[config.mk]
export PLATFORM = sky130hd
export DESIGN_NAME = dmem_access_ctrl
export DESIGN_NICKNAME = d
export VERILOG_FILES = /design/src/rtl/dmem_access_ctrl_pkg.sv /design/src/rtl/dmem_access_ctrl_load_align.sv /design/src/rtl/dmem_access_ctrl.sv
export SDC_FILE = /design/constraint.sdc
export NUM_CORES = 1
export LEC_CHECK = 0
export CAP_MARGIN = 20
export CELL_PAD_IN_SITES_DETAIL_PLACEMENT = 2
export CELL_PAD_IN_SITES_GLOBAL_PLACEMENT = 2
export CORE_MARGIN = 2
export CORE_UTILIZATION = 27
export DETAILED_ROUTE_END_ITERATION = 10
export PLACE_DENSITY_LB_ADDON = 0.1
export SLEW_MARGIN = 20
export SYNTH_ARGS = -nofsm -noshare
export SYNTH_HDL_FRONTEND = slang
export SYNTH_SLANG_ARGS = --single-unit
[constraint.sdc]
create_clock -name clk -period 1.8 [get_ports clk]
set_input_delay 0.18 -clock clk [delete_from_list [all_inputs] [get_ports clk]]
set_output_delay 0.18 -clock clk [all_outputs]
set_load 0.01 [all_outputs]
[src/rtl/dmem_access_ctrl_pkg.sv]
// Shared encodings for the M-stage data-memory controller: FSM states, access
// sizes, exception codes and the byte-lane helpers used on the store path.
package dmem_access_ctrl_pkg;

    localparam logic [1:0] DMC_IDLE = 2'd0;
    localparam logic [1:0] DMC_WAIT = 2'd1;
    localparam logic [1:0] DMC_RESP = 2'd2;

    localparam logic [1:0] SZ_B = 2'd0;
    localparam logic [1:0] SZ_H = 2'd1;
    localparam logic [1:0] SZ_W = 2'd2;

    localparam logic [3:0] EXC_ADEL = 4'd4;
    localparam logic [3:0] EXC_ADES = 4'd5;
    localparam logic [3:0] EXC_DBE  = 4'd7;

    // Size code 3 is reserved and behaves like a word everywhere.
    function automatic logic isMisaligned(input logic [1:0] size, input logic [1:0] addrLo);
        case (size)
            SZ_B:    return 1'b0;
            SZ_H:    return addrLo[0];
            default: return |addrLo;
        endcase
    endfunction

    function automatic logic [3:0] byteEnable(input logic [1:0] size, input logic [1:0] addrLo);
        case (size)
            SZ_B:    return 4'b0001 << addrLo;
            SZ_H:    return 4'b0011 << {addrLo[1], 1'b0};
            default: return 4'b1111;
        endcase
    endfunction

    function automatic logic [31:0] laneData(input logic [1:0] size, input logic [31:0] wdata);
        case (size)
            SZ_B:    return {4{wdata[7:0]}};
            SZ_H:    return {2{wdata[15:0]}};
            default: return wdata;
        endcase
    endfunction

endpackage

[src/rtl/dmem_access_ctrl_load_align.sv]
// Picks the addressed byte/half lane out of a bus read word and sign- or
// zero-extends it into a 32-bit load result.
module load_align
    import dmem_access_ctrl_pkg::*;
(
    input  logic [31:0] rdata,
    input  logic [1:0]  addrLo,
    input  logic [1:0]  size,
    input  logic        sign,
    output logic [31:0] loadData
);

    logic [7:0]  byteLane;
    logic [15:0] halfLane;

    assign byteLane = rdata[{addrLo, 3'b000} +: 8];
    assign halfLane = addrLo[1] ? rdata[31:16] : rdata[15:0];

    always_comb begin
        case (size)
            SZ_B:    loadData = {{24{sign & byteLane[7]}}, byteLane};
            SZ_H:    loadData = {{16{sign & halfLane[15]}}, halfLane};
            default: loadData = rdata;
        endcase
    end

endmodule

[src/rtl/dmem_access_ctrl.sv]
// M-stage load/store sequencer: one bus request per access, held until ack,
// with pipeline stall, address/bus-error exceptions and flush-aware writeback.
module dmem_access_ctrl
    import dmem_access_ctrl_pkg::*;
#(
    parameter int TIMEOUT_CYC = 256,
    parameter int CNT_W       = 8
) (
    input  logic        clk,
    input  logic        reset,
    input  logic        mem_rd,
    input  logic        mem_wr,
    input  logic [1:0]  mem_size,
    input  logic        mem_sign,
    input  logic [31:0] addr,
    input  logic [31:0] wdata,
    input  logic        req,
    output logic        bus_req,
    output logic        bus_we,
    output logic [31:0] bus_addr,
    output logic [3:0]  bus_be,
    output logic [31:0] bus_wdata,
    input  logic        bus_ack,
    input  logic [31:0] bus_rdata,
    output logic        stall,
    output logic        load_valid,
    output logic [31:0] load_data,
    output logic        exc_valid,
    output logic [3:0]  exc_code
);

    logic [1:0]       state;
    logic [CNT_W-1:0] waitCnt;
    logic             isLoadR;
    logic [1:0]       sizeR;
    logic             signR;
    logic [1:0]       addrLoR;
    logic             killR;
    logic [31:0]      rdataR;

    logic opReq;
    logic misaligned;
    logic startOp;
    logic timeoutHit;

    assign opReq      = (mem_rd | mem_wr) & ~req;
    assign misaligned = isMisaligned(mem_size, addr[1:0]);
    assign startOp    = (state == DMC_IDLE) & opReq & ~misaligned;
    assign timeoutHit = (state == DMC_WAIT) & ~bus_ack
                      & (waitCnt == CNT_W'(TIMEOUT_CYC - 1));

    // Combinational outputs are masked by reset so they read 0 the moment reset asserts.
    always_comb begin
        // NOTE: every always_comb output gets a default first so no path can infer a latch.
        stall      = 1'b0;
        exc_valid  = 1'b0;
        exc_code   = 4'd0;
        load_valid = 1'b0;
        if (reset) begin
            case (state)
                DMC_IDLE: begin
                    if (opReq && misaligned) begin
                        exc_valid = 1'b1;
                        exc_code  = mem_rd ? EXC_ADEL : EXC_ADES;
                    end else if (opReq) begin
                        stall = 1'b1;
                    end
                end
                DMC_WAIT: begin
                    if (timeoutHit) begin
                        exc_valid = 1'b1;
                        exc_code  = EXC_DBE;
                    end else begin
                        stall = 1'b1;
                    end
                end
                DMC_RESP: load_valid = isLoadR & ~killR & ~req;
                default: ;
            endcase
        end
    end

    // NOTE: state and bus registers use non-blocking assignments so every flop samples pre-edge values.
    always_ff @(posedge clk or negedge reset) begin
        if (!reset) begin
            state     <= DMC_IDLE;
            waitCnt   <= '0;
            bus_req   <= 1'b0;
            bus_we    <= 1'b0;
            bus_addr  <= '0;
            bus_be    <= '0;
            bus_wdata <= '0;
            isLoadR   <= 1'b0;
            sizeR     <= SZ_B;
            signR     <= 1'b0;
            addrLoR   <= '0;
            killR     <= 1'b0;
            rdataR    <= '0;
        end else begin
            case (state)
                DMC_IDLE: begin
                    if (startOp) begin
                        state     <= DMC_WAIT;
                        waitCnt   <= '0;
                        bus_req   <= 1'b1;
                        bus_we    <= ~mem_rd;
                        bus_addr  <= {addr[31:2], 2'b00};
                        bus_be    <= byteEnable(mem_size, addr[1:0]);
                        bus_wdata <= laneData(mem_size, wdata);
                        isLoadR   <= mem_rd;
                        sizeR     <= mem_size;
                        signR     <= mem_sign;
                        addrLoR   <= addr[1:0];
                        killR     <= 1'b0;
                    end
                end
                DMC_WAIT: begin
                    // A flush cannot abort the bus cycle, only the writeback.
                    if (req) killR <= 1'b1;
                    if (bus_ack) begin
                        rdataR  <= bus_rdata;
                        bus_req <= 1'b0;
                        state   <= DMC_RESP;
                    end else if (timeoutHit) begin
                        bus_req <= 1'b0;
                        state   <= DMC_IDLE;
                    end else begin
                        waitCnt <= waitCnt + 1'b1;
                    end
                end
                DMC_RESP: state <= DMC_IDLE;
                default:  state <= DMC_IDLE;
            endcase
        end
    end

    load_align u_load_align (
        .rdata    (rdataR),
        .addrLo   (addrLoR),
        .size     (sizeR),
        .sign     (signR),
        .loadData (load_data)
    );

endmodule

* After elaboration in Yosys (flattened, before gate mapping) *
Index checks and enable logic that the tools add are counted.

storage, ports and cells
  input bits = 105
  output and inout port bits = 109
  register bits = 117
  word-level logic and storage cells = 90

operators by class
  add/sub/neg operators = 1
  shift-type cells = 3
  muxes and demuxes = 36
  equal/unequal tests = 10
  reduce and logical (&&, ||, !) cells = 12
  bitwise operators = 15

operators by type and width
  kind                                             count
  case mux 32 bit (2 select lines)                 2
  indexed part select 32 x 6 -> 8 bit              1
  2-to-1 mux 8 bit                                 3
  2-to-1 mux 16 bit                                1
  case mux 8 bit (2 select lines)                  1
  2-to-1 mux 1 bit                                 15
  case mux 1 bit (2 select lines)                  5
  bitwise AND 1 bit                                9
  2-to-1 mux 3 bit                                 3
  adder 8 x 1 -> 8 bit, second input constant      1
  == test 8 bit, second input constant             1
  inequality test 2 bit, second input constant     4
  case mux 4 bit (2 select lines)                  1
  == test 2 x 1 -> 1 bit, second input constant    3
  logical NOT 2 bit                                3
  2-to-1 mux 2 bit                                 3
  case mux 3 bit (2 select lines)                  1
  AND reduction 2 bit                              3
  AND reduction 3 bit                              2
  inverter 1 bit                                   5
  case mux 2 bit (2 select lines)                  1
  AND reduction 4 bit                              1
  << shifter 1 x 2 -> 4 bit, first input constant  1
  << shifter 2 x 2 -> 4 bit, first input constant  1
  6 further kinds                                  6

* Longest topological paths before layout *
Gate-level depths: netlist of the first run.

  depth in word-level cells = 6
  mapped depth = 7
  mapped depth without buffers = 5

* Modules after synthesis *
Synthesis of the first run repeated with hierarchy kept, for this count alone.

unflattened totals
  cell total of the unflattened synthesis = 512
  area total of the unflattened synthesis = 5666.7 sq um

by module, submodules not included
  module            times used  cells each  area an instance (sq um)
  dmem_access_ctrl  1           389         4961.0
  load_align        1           123         705.7

* Worst setup path before layout of the first run *
Ideal clock, no wire load.

  path kind = register to output
  start point = register state[1]
  end point = output port exc_code[2]
  setup slack = 0.021 ns
  path buffers = 1
  data arrival time = 1.599 ns
  data required time = 1.620 ns
  stages on the path, launching flop included = 6
  cell sequence = dfrtp_1 -> nor3_4 -> o21ai_2 -> or3_1 -> a21oi_1 -> buf_4

between the ends
  cells in the longest elaborated chain, start to end = 6
  elaborated cells between the ends (all ways) = 7
  those cells by class = eq/ne: 1; mux: 3; bitwise: 2; reduce/logical: 1

RTL lines
  element                            line                                            source
  start: declaration                 dmem_access_ctrl.sv:32                          logic [1:0] state;
  start signal: assignment           dmem_access_ctrl.sv:86                          state <= DMC_IDLE;
  start signal: assignment           dmem_access_ctrl.sv:103                         state <= DMC_WAIT;
  start signal: assignment           dmem_access_ctrl.sv:123                         state <= DMC_RESP;
  == test 2 x 1 -> 1 bit             dmem_access_ctrl.sv:49, dmem_access_ctrl.sv:60
  bitwise AND 1 bit                  dmem_access_ctrl.sv:49                          assign timeoutHit = (state == DMC_WAIT) & ~bus_ack
  bitwise AND 1 bit                  dmem_access_ctrl.sv:50                          & (waitCnt == CNT_W'(TIMEOUT_CYC - 1));
  2-to-1 mux 3 bit                   dmem_access_ctrl.sv:70                          if (timeoutHit) begin
  case mux 3 bit (2 select lines) *  dmem_access_ctrl.sv:60                          case (state)
  2-to-1 mux 3 bit *                 dmem_access_ctrl.sv:59                          if (reset) begin
  end: declaration                   dmem_access_ctrl.sv:29                          output logic [3:0] exc_code

Mark *: on every way between the ends. The rest lies on a longest branch, timed or not.

* Worst setup path after layout of the first run *
  start point = register addrLoR[1]
  end point = output port load_data[9]

between the ends
  cells in the longest elaborated chain, start to end = 3
  elaborated cells between the ends (all ways) = 4
  those cells by class = shift: 1; mux: 2; bitwise: 1

RTL lines
  element                              line                               source
  start: declaration                   dmem_access_ctrl.sv:37             logic [1:0] addrLoR;
  start signal: assignment             dmem_access_ctrl.sv:113            addrLoR <= addr[1:0];
  indexed part select 32 x 6 -> 8 bit  dmem_access_ctrl_load_align.sv:16  assign byteLane = rdata[{addrLo, 3'b000} +: 8];
  bitwise AND 1 bit                    dmem_access_ctrl_load_align.sv:21  SZ_B: loadData = {{24{sign & byteLane[7]}}, byteLane};
  case mux 32 bit (2 select lines) *   dmem_access_ctrl_load_align.sv:20  case (size)
  end: declaration                     dmem_access_ctrl.sv:27             output logic [31:0] load_data,

Marks and branches as above.

==> results of run 1 <==
## final cells by class
type	count	area [um2]
Sequential cell	117	2930
Inverter	6	25.0
Fill cell	2125	11000
Tap cell	275	344
Multi-Input combinational cell	335	2920
Clock buffer	18	439
Clock inverter	14	199
Timing Repair Buffer	299	3060
## worst max path at each step
stage	startpoint	slack, ps	end	cells past startpoint
floorplan	state[1]	20	exc_code[2]	5
global placement	req	-540	exc_code[0]	6
detailed placement	req	-540	exc_code[0]	6
CTS	addrLoR[1]	-450	load_data[10]	5
global route	addrLoR[1]	-510	load_data[9]	5
finish	addrLoR[1]	-440	load_data[9]	5
## what timing repair did
action / in CTS / in global routing
setup endpoints to repair: 39 / 83
gates cloned: 1 / 6
endpoints found under the hold margin: 10 / 0
gates resized for setup: 254 / 45
hold buffers: 1 / 0
pin swaps: 15 / 8
setup buffers: 19 / 8
## placed cells by master (no fill, tap or decap), drive strengths merged, types with 4 or more instances in the layout
cell type,n
inv,9
clkinv,6
buf,120
a31oi,5
a221o,15
mux2,76
o21ai,34
a21oi,16
nor2,27
a22o,12
clkdlybuf4s50,171
nand2,72
clkbuf,25
bufinv,4
mux2i,32
dfrtp,117
nand3,7
## stage by stage
stage	hold slack (ps)	total power, W
finish	166	0.0147
global route	152	0.0155
floorplan	-116	0.00659
global placement	34.3	0.00966
detailed placement	35.9	0.00990
CTS	150	0.0144
## critical path: stages (launching register included)
cell                      delay [ps]
sky130_fd_sc_hd__dfrtp_1         380
sky130_fd_sc_hd__buf_6           110
sky130_fd_sc_hd__mux4_2          490
sky130_fd_sc_hd__and3_4          230
sky130_fd_sc_hd__a221o_1         290
sky130_fd_sc_hd__buf_2           150
## power by group through the flow
stage,Sequential (W),Combinational [W],Clock (W)
2_1_floorplan,0.00431,0.00229,0
3_3_place_gp,0.00414,0.00552,0
3_5_place_dp,0.00422,0.00568,0
4_1_cts,0.00429,0.00633,0.00381
5_1_grt,0.00444,0.00708,0.00394
6_report,0.00431,0.00663,0.00374
## kinds of logic after synthesis
| kind of cell | share of synthesized area |
|---|---|
| AOI/OAI and AO/OA | 0.113 |
| xor gates and xnor gates | 0.00307 |
| adders and majority gates | 0.00219 |
| buffers and inverters | 0.0405 |
| DFF | 0.513 |
| muxes | 0.230 |
| other | 0.000657 |
| and+or+nand+nor | 0.0984 |
## state kept, by name (all words and copies together) (netlist names)
name and count:
sizeR 2, signR 1, bus_addr 30, state 2
isLoadR 1, killR 1, rdataR 32, bus_we 1
addrLoR 2, waitCnt 8, bus_be 4, bus_req 1
bus_wdata 32
## per-layer routing
layer / global-route usage / up-vias
li1: - / 2325
met1: 0.236 / 2594
met2: 0.357 / 147
met3: 0.0485 / 26
met4: 0.0514 / 0
met5: 0 / -
==> results.md, run 1 <==
Outcome:
- The flow ran to the end, but the final reports show violations.
- The checks that failed: setup timing.

Place:
- Once detailed placement completed, the half-perimeter wirelength came to between 10 and 15 mm.
- The total of buffers placed on input and output ports is 210.
- The weighted congestion reported at the end of routability-driven placement is about 0.77.
- The placed cell count is between 1000 and 1500.
- The placed instances occupy a cell area of 8480 um2.
- Prior to clock tree synthesis, the placed netlist has a worst setup slack of -545 ps.

Clock tree:
- At the later pin of the worst-skew pair, clock insertion delay measures about 420 ps.
- Buffers inserted during clock tree synthesis total 17.
- The clock drives between 100 and 150 sinks.
- The TritonCTS clock tree is done.
- After clock tree synthesis, the clock-pin slew on the worst setup and hold paths is ~60 ps.
- In this run the number of H-tree levels came out at 4.
- No sink is reached through more buffers than the 2 on the longest clock path.
- The cell at the root of the clock tree is sky130_fd_sc_hd__clkbuf_16.

Route:
- The met1 wire length is ~9 mm.
- The overall via count from detail_route is approximately 5000.
- The length of the first detailed-routing pass in iterations is 4.
- The detailed-route DRC error count is 0.
- Summed over all nets, wire length on met3 after detailed routing comes to 1.10 mm.
- After detailed routing, the average wire length per cell comes to 21.4 um.
- The post-route antenna net violation count is 0.
- In the routed layout, each cell is associated on average with a via count of approximately 4.8.
- Wire segments on met2 add up to 12.1 mm in the final route.
- For this block, the routed nets add up to 22.7 mm of wire.
- Routed signal wires occupy layers up through met4.
- In this run, the number of DRC markers left after iteration 0 of detailed routing was about 150.

Layout:
- The cell area after layout is slightly below 10000 um2.
- The number of antenna cells inserted is 0.
- After the last flow step, the layout net total stands at between 800 and 900.
- The fraction of layout instances using a drive strength above 1 is 0.371.
- At the end of the flow the core is filled with cells to 0.475.
- Relative to the synthesized area, the layout overhead comes to 73.7%.
- The number of standard cells in the final layout excluding fillers is about 1100.

Worst setup path:
- In this run the register-to-register setup slack is roughly 40 ps.
- The critical path data required time is 1620 ps.
- The worst register-to-register path begins at state[1].
- The worst setup path is launched from a flop.
- The category of the worst setup path capture point is an output port.
- The critical path start-end classification is reg2out.
- The largest fanout on the critical path is 8.
- The worst register-to-register path ends at bus_addr[20].
- At the worst endpoint, the arrival time is approximately 2100 ps.
- The number of cells on the worst reg-to-reg path is 7.

Timing:
- The final number of hold-violating endpoints is 0.
- The measured slew at the worst slew-check pin is between 600 and 700 ps.
- Clock skew on the completed layout was measured at 10.5 ps.
- The total of endpoints with negative setup slack in the final report is 37.
- Setup repair after global routing could not meet its margin everywhere.
- The relative slew slack is 0.588.
- The final critical-path setup slack is -437 ps.
- The time the worst path needs with I/O delays and setup is ~2200 ps.
- Based on the critical path, the design can be clocked at up to between 400 and 500 MHz.
- The number of pins with negative max-slew slack in the final report is 0.
- The post-route clock period utilization is 1.24.
- The total negative slack is -12910 ps.

Die:
- The floorplan step defined a die boundary enclosing 22300 um2.
- The horizontal die dimension is approximately 150 um.
- The I/O pin count is 214.
- The starting utilization of the core area is 0.273.
- The area of the core is around 21000 um2.
- The y dimension of the die is ~150 um.
- The site row count is 53.

Power and ir drop:
- Of the total power, the share spent switching nets is 0.335.
- Power spread over the standard cell area amounts to approximately 1500 nW/um2.
- The portion of total power attributed to the clock network is 0.255.
- Of the total power, combinational logic draws 0.452.
- Across the VDD grid, the largest voltage drop is roughly 0.63 mV.
- The switching power of the nets is between 0.004 and 0.005 W.
- The internal power of the cells is a little under 0.01 W.
- The share of total power in sequential cells is 0.294.
- In this run the static leakage power is around 4.5 nW.

Logic synthesis:
- The part of the Yosys area used for sequential elements is 0.513.
- The library cell with the highest instance count after synthesis is sky130_fd_sc_hd__dfrtp_1.
- The synthesized design contains 0 enable-type register cells.
- The area of the mapped netlist is 5710 um2.
- The synthesized area per cell is roughly 12 um2.
- The share of synthesized flip-flops with an asynchronous set or reset is 1.00.
- The total number of yosys warnings is 0.
- The commonest register cell after synthesis is sky130_fd_sc_hd__dfrtp_1.
- In the synthesized netlist, the number of instances is 490.
- The biggest area contributor in the post-synthesis netlist is sky130_fd_sc_hd__dfrtp_1.
- In this run, distinct cell masters in the synthesized netlist total 48.
- The synthesis-stage register bit count is 117.
- By area the synthesized netlist is led by sky130_fd_sc_hd__dfrtp_1 (51%), sky130_fd_sc_hd__mux2_2 (9.1%), sky130_fd_sc_hd__mux2_4 (7.9%).
- Of the post-synthesis cell area, the dominant cell type holds 0.513.
- The commonest cells after synthesis are sky130_fd_sc_hd__dfrtp_1 (117), sky130_fd_sc_hd__nand2_1 (72), sky130_fd_sc_hd__mux2_2 (46), sky130_fd_sc_hd__mux2i_1 (32), sky130_fd_sc_hd__o21ai_0 (31).

Global route:
- The global-route congestion overflow total is 0.
- The overall track demand over capacity in global routing is 0.198.
- The global-route wire length before repair is approximately 34 mm.
- The maximum number of pins on one net before global-route repair is ~110.
- The number of antenna violations at the first check in global routing came to 0.
- The via count of the first global-routing pass is just under 6000.

Min path:
- The class of the most critical hold timing path is in2async.

Job:
- Max-cap violations in this run came to 0.
Note: power is estimated with default switching activity, not from simulation.
==> run 2, diff against run 1 <==
Settings changed: PLACE_DENSITY set to 0.85, PLACE_DENSITY_LB_ADDON 0.1 to not set, REMOVE_ABC_BUFFERS set to 1.
==> results.md, run 2 (same netlist as run 1, synthesis figures left out) <==
Outcome:
- The flow ran to the end, but the final reports show violations.
- The checks that failed: setup timing.

Worst setup path:
- In this run the critical register-to-register path is launched from state[1].
- The largest fanout on the critical path is 4 (-4).
- The most numerous cell type found on the critical path is sky130_fd_sc_hd__buf_6.
- The largest incremental delay on the critical path is 400 ps (-90 ps).
- The slowest library cell on the worst path is sky130_fd_sc_hd__dfrtp_1.
- The worst reg2reg path depth came to 7 (unchanged).
- The category of the worst setup path capture point is an output port.
- The critical path endpoint is load_data[15].
- The reg-to-reg endpoint is bus_addr[23].
- The critical path starts at addrLoR[1].
- The reg-to-reg setup timing slack is -40 ps (-80 ps).
- The critical path data required time is 1620 ps (about the same).
- The critical path is of the reg2out type.
- The data arrival time of the critical path is 2030 ps (-30 ps).
- The critical path goes through buf_6 > mux2_4 > buf_6 > nand2_1 > nor2_1 > a211o_1 > buf_2.
- The nature of the critical path startpoint is a flop.

Timing:
- The setup clock skew after layout is 10.4 ps (-0.116 ps).
- The total of endpoints with negative setup slack in the final report is 55 (+49%).
- The highest attainable clock frequency came to 452 MHz (+1.2%).
- The relative slew slack is 0.567 (-0.0215).
- The final number of hold-violating endpoints is 0 (unchanged).
- The post-route clock period utilization is 1.23 (-0.0151).
- The measured slew at the worst slew-check pin is 650 ps (+32.3 ps).
- The time the worst path needs with I/O delays and setup came to 2210 ps (-27.2 ps).
- Setup repair after global routing could not meet its margin everywhere.
- The minimum hold slack is 371 ps (+205 ps).
- The total negative slack is -13230 ps (-323 ps).
- The number of pins with negative max-slew slack in the final report came to 0 (unchanged).
- The final critical-path setup slack is -410 ps (+27.2 ps).

Die:
- The horizontal die dimension is 149 um (unchanged).
- The area of the core came to 20900 um2 (unchanged).
- The I/O pin count is 214 (unchanged).
- The site row count is 53 (unchanged).
- The die area is 22300 um2 (unchanged).
- The starting utilization of the core area is 0.273 (unchanged).
- The y dimension of the die is 149 um (unchanged).

Layout:
- In the layout the commonest cells are sky130_fd_sc_hd__clkdlybuf4s50_1 (170), sky130_fd_sc_hd__dfrtp_1 (113), sky130_fd_sc_hd__buf_4 (53), sky130_fd_sc_hd__nand2_1 (52), sky130_fd_sc_hd__mux2_2 (44).
- The number of fillers in the final layout is 2056 (-3.2%).
- The count of nets after finishing came to 874 (-0.91%).
- The leading cell type in the layout, fill and taps excluded is sky130_fd_sc_hd__clkdlybuf4s50_1.
- The number of antenna cells inserted is 0 (unchanged).
- From synthesis to final layout, the design area changed by 71.1%.
- The fraction of layout instances using a drive strength above 1 is 0.364 (-0.00772).
- The utilization after layout is 0.468 (-0.00725).
- The number of standard cells in the final layout excluding fillers came to 1056 (-0.75%).
- The largest registers in the layout are bus_wdata: 32 flops, rdataR: 32 flops, bus_addr: 30 flops.

Place:
- The weighted congestion reported at the end of routability-driven placement is 0.815 (+6.1%).
- The placed cell count is 998 (-0.30%).
- The total of buffers placed on input and output ports is 210 (unchanged).
- The HPWL after detailed placement is 15.7 mm (+6.6%).
- The post-placement worst setup slack is -575 ps (-30.4 ps).

Route:
- The met2 wire length is 14.0 mm (+16%).
- The detailed-route DRC error count came to 0 (unchanged).
- The met1 wire length is 9.39 mm (+3.4%).
- The post-route antenna net violation count is 0 (unchanged).
- The average wire per cell in the routed design is 24.2 um (+13%).
- The overall via count from detail_route came to 5184 (+1.8%).
- The met3 routed wirelength is 1.53 mm (+38%).
- The number of DRC violations after detailed-routing iteration 0 is 168 (+14%).
- The detailed-route wire length is 25.6 mm (+13%).
- The highest metal layer used by the detailed router is met4.
- The via density per instance came to 4.91 (+2.6%).
- The length of the first detailed-routing pass in iterations is 4 (unchanged).

Clock tree:
- The total clock buffers created by CTS was 17 (unchanged).
- The clock latency on the worst-skew pair is 420 ps (about the same).
- The clock transition at the registers of the reported paths is 60 ps (about the same).
- The deepest clock path buffer count is 2 (unchanged).
- CTS placed an instance of sky130_fd_sc_hd__clkbuf_16 at the clock tree root.
- The number of clock sinks is 117 (unchanged).
- TritonCTS built the clock tree.
- The maximum level of the CTS H-tree is 4 (unchanged).

Global route:
- The global-route congestion overflow total came to 0 (unchanged).
- The overall track demand over capacity in global routing was 0.218 (+0.0199).
- The number of antenna violations at the first check in global routing is 0 (unchanged).
- The global-route wire length before repair is 36.9 mm (+9.7%).
- The via count of the first global-routing pass is 6137 (+5.4%).
- The maximum number of pins on one net before global-route repair is 118 (+9.3%).

Power and ir drop:
- The areal power density over the cells was 1470 nW/um2 (-1.0%).
- The peak ir drop on the vdd network is 0.760 mV (+20%).
- The leakage power summed over all cells is 4.37 nW (-2.0%).

Min path:
- In this run the worst hold path is classified as in2reg.

Job:
- The max-cap violation count is 0 (unchanged).
-- run 2: cell count changes in the layout (fill, tap and decap cells not counted), sizes merged --
cell / before / now
clkinv: 6 / 5
bufinv: 4 / 1
clkinvlp: 1 / 4
dlygate4sd2: 0 / 2
clkbuf: 25 / 28
buf: 120 / 111
inv: 9 / 7
clkdlybuf4s50: 171 / 170
-- run 2: per-layer routing --
| layer | global-route usage | vias up |
|---|---|---|
| li1 | - | 2310 |
| met3 | 0.0747 | 44 |
| met5 | 0 | - |
| met2 | 0.397 | 173 |
| met1 | 0.234 | 2657 |
| met4 | 0.0762 | 0 |
-- run 2: timing repair --
| action | 4_1_cts | 5_1_grt |
|---|---|---|
| endpoints found under the hold margin | 117 | 0 |
| setup endpoints to repair | 54 | 83 |
| buffers inserted | 14 | 6 |
| gates resized for setup | 240 | 46 |
| pin swaps | 18 | 8 |
| hold buffers | 1 | 0 |
| gates cloned | 1 | 7 |
-- run 2: worst min-delay path by stage --
stage,from,end,depth (start not counted)
detailed placement,reset,bus_wdata[8],2
global placement,reset,bus_wdata[4],2
CTS,bus_rdata[5],rdataR[5],2
finish,addr[14],bus_addr[14],2
global route,addr[2],bus_addr[2],2
floorplan,reset,addrLoR[0],0
-- run 2: area by class of cell --
cell class | count | area (um2) | area share
repair buffers | 291 | 2980 | 0.305
clock inverters | 11 | 101 | 0.0104
multi-input cells | 335 | 2920 | 0.299
clock buffers | 21 | 470 | 0.0482
well taps | 275 | 344 | 0.0352
inverters | 6 | 27.5 | 0.00282
flip-flops and latches | 117 | 2930 | 0.300
-- run 2: through the flow --
stage               power, W  instance area [um2]
floorplan            0.00652                 5510
global placement     0.00960                 8440
detailed placement   0.00994                 8440
CTS                   0.0139                 9360
global route          0.0150                 9770
finish                0.0143                 9770
-- run 2: report_power, final --
part	internal [W]	switching (W)
Clock	0.00201	0.00137
Sequential	0.00353	0.000801
Combinational	0.00368	0.00292
-- run 2: critical path, delay by kind of cell, from the launching register on --
family	cells	cell delay, ps
AND/OR/NAND/NOR	2	110
buffers and inverters	3	440
multiplexers	1	340
AO/OA/AOI/OAI	1	310
flip-flops	1	400
==> run 3, diff against run 2 <==
Settings changed: HOLD_SLACK_MARGIN set to 0.03.
==> results of run 3 <==
The final DEF is identical to that of run 2; final timing and power are the same.
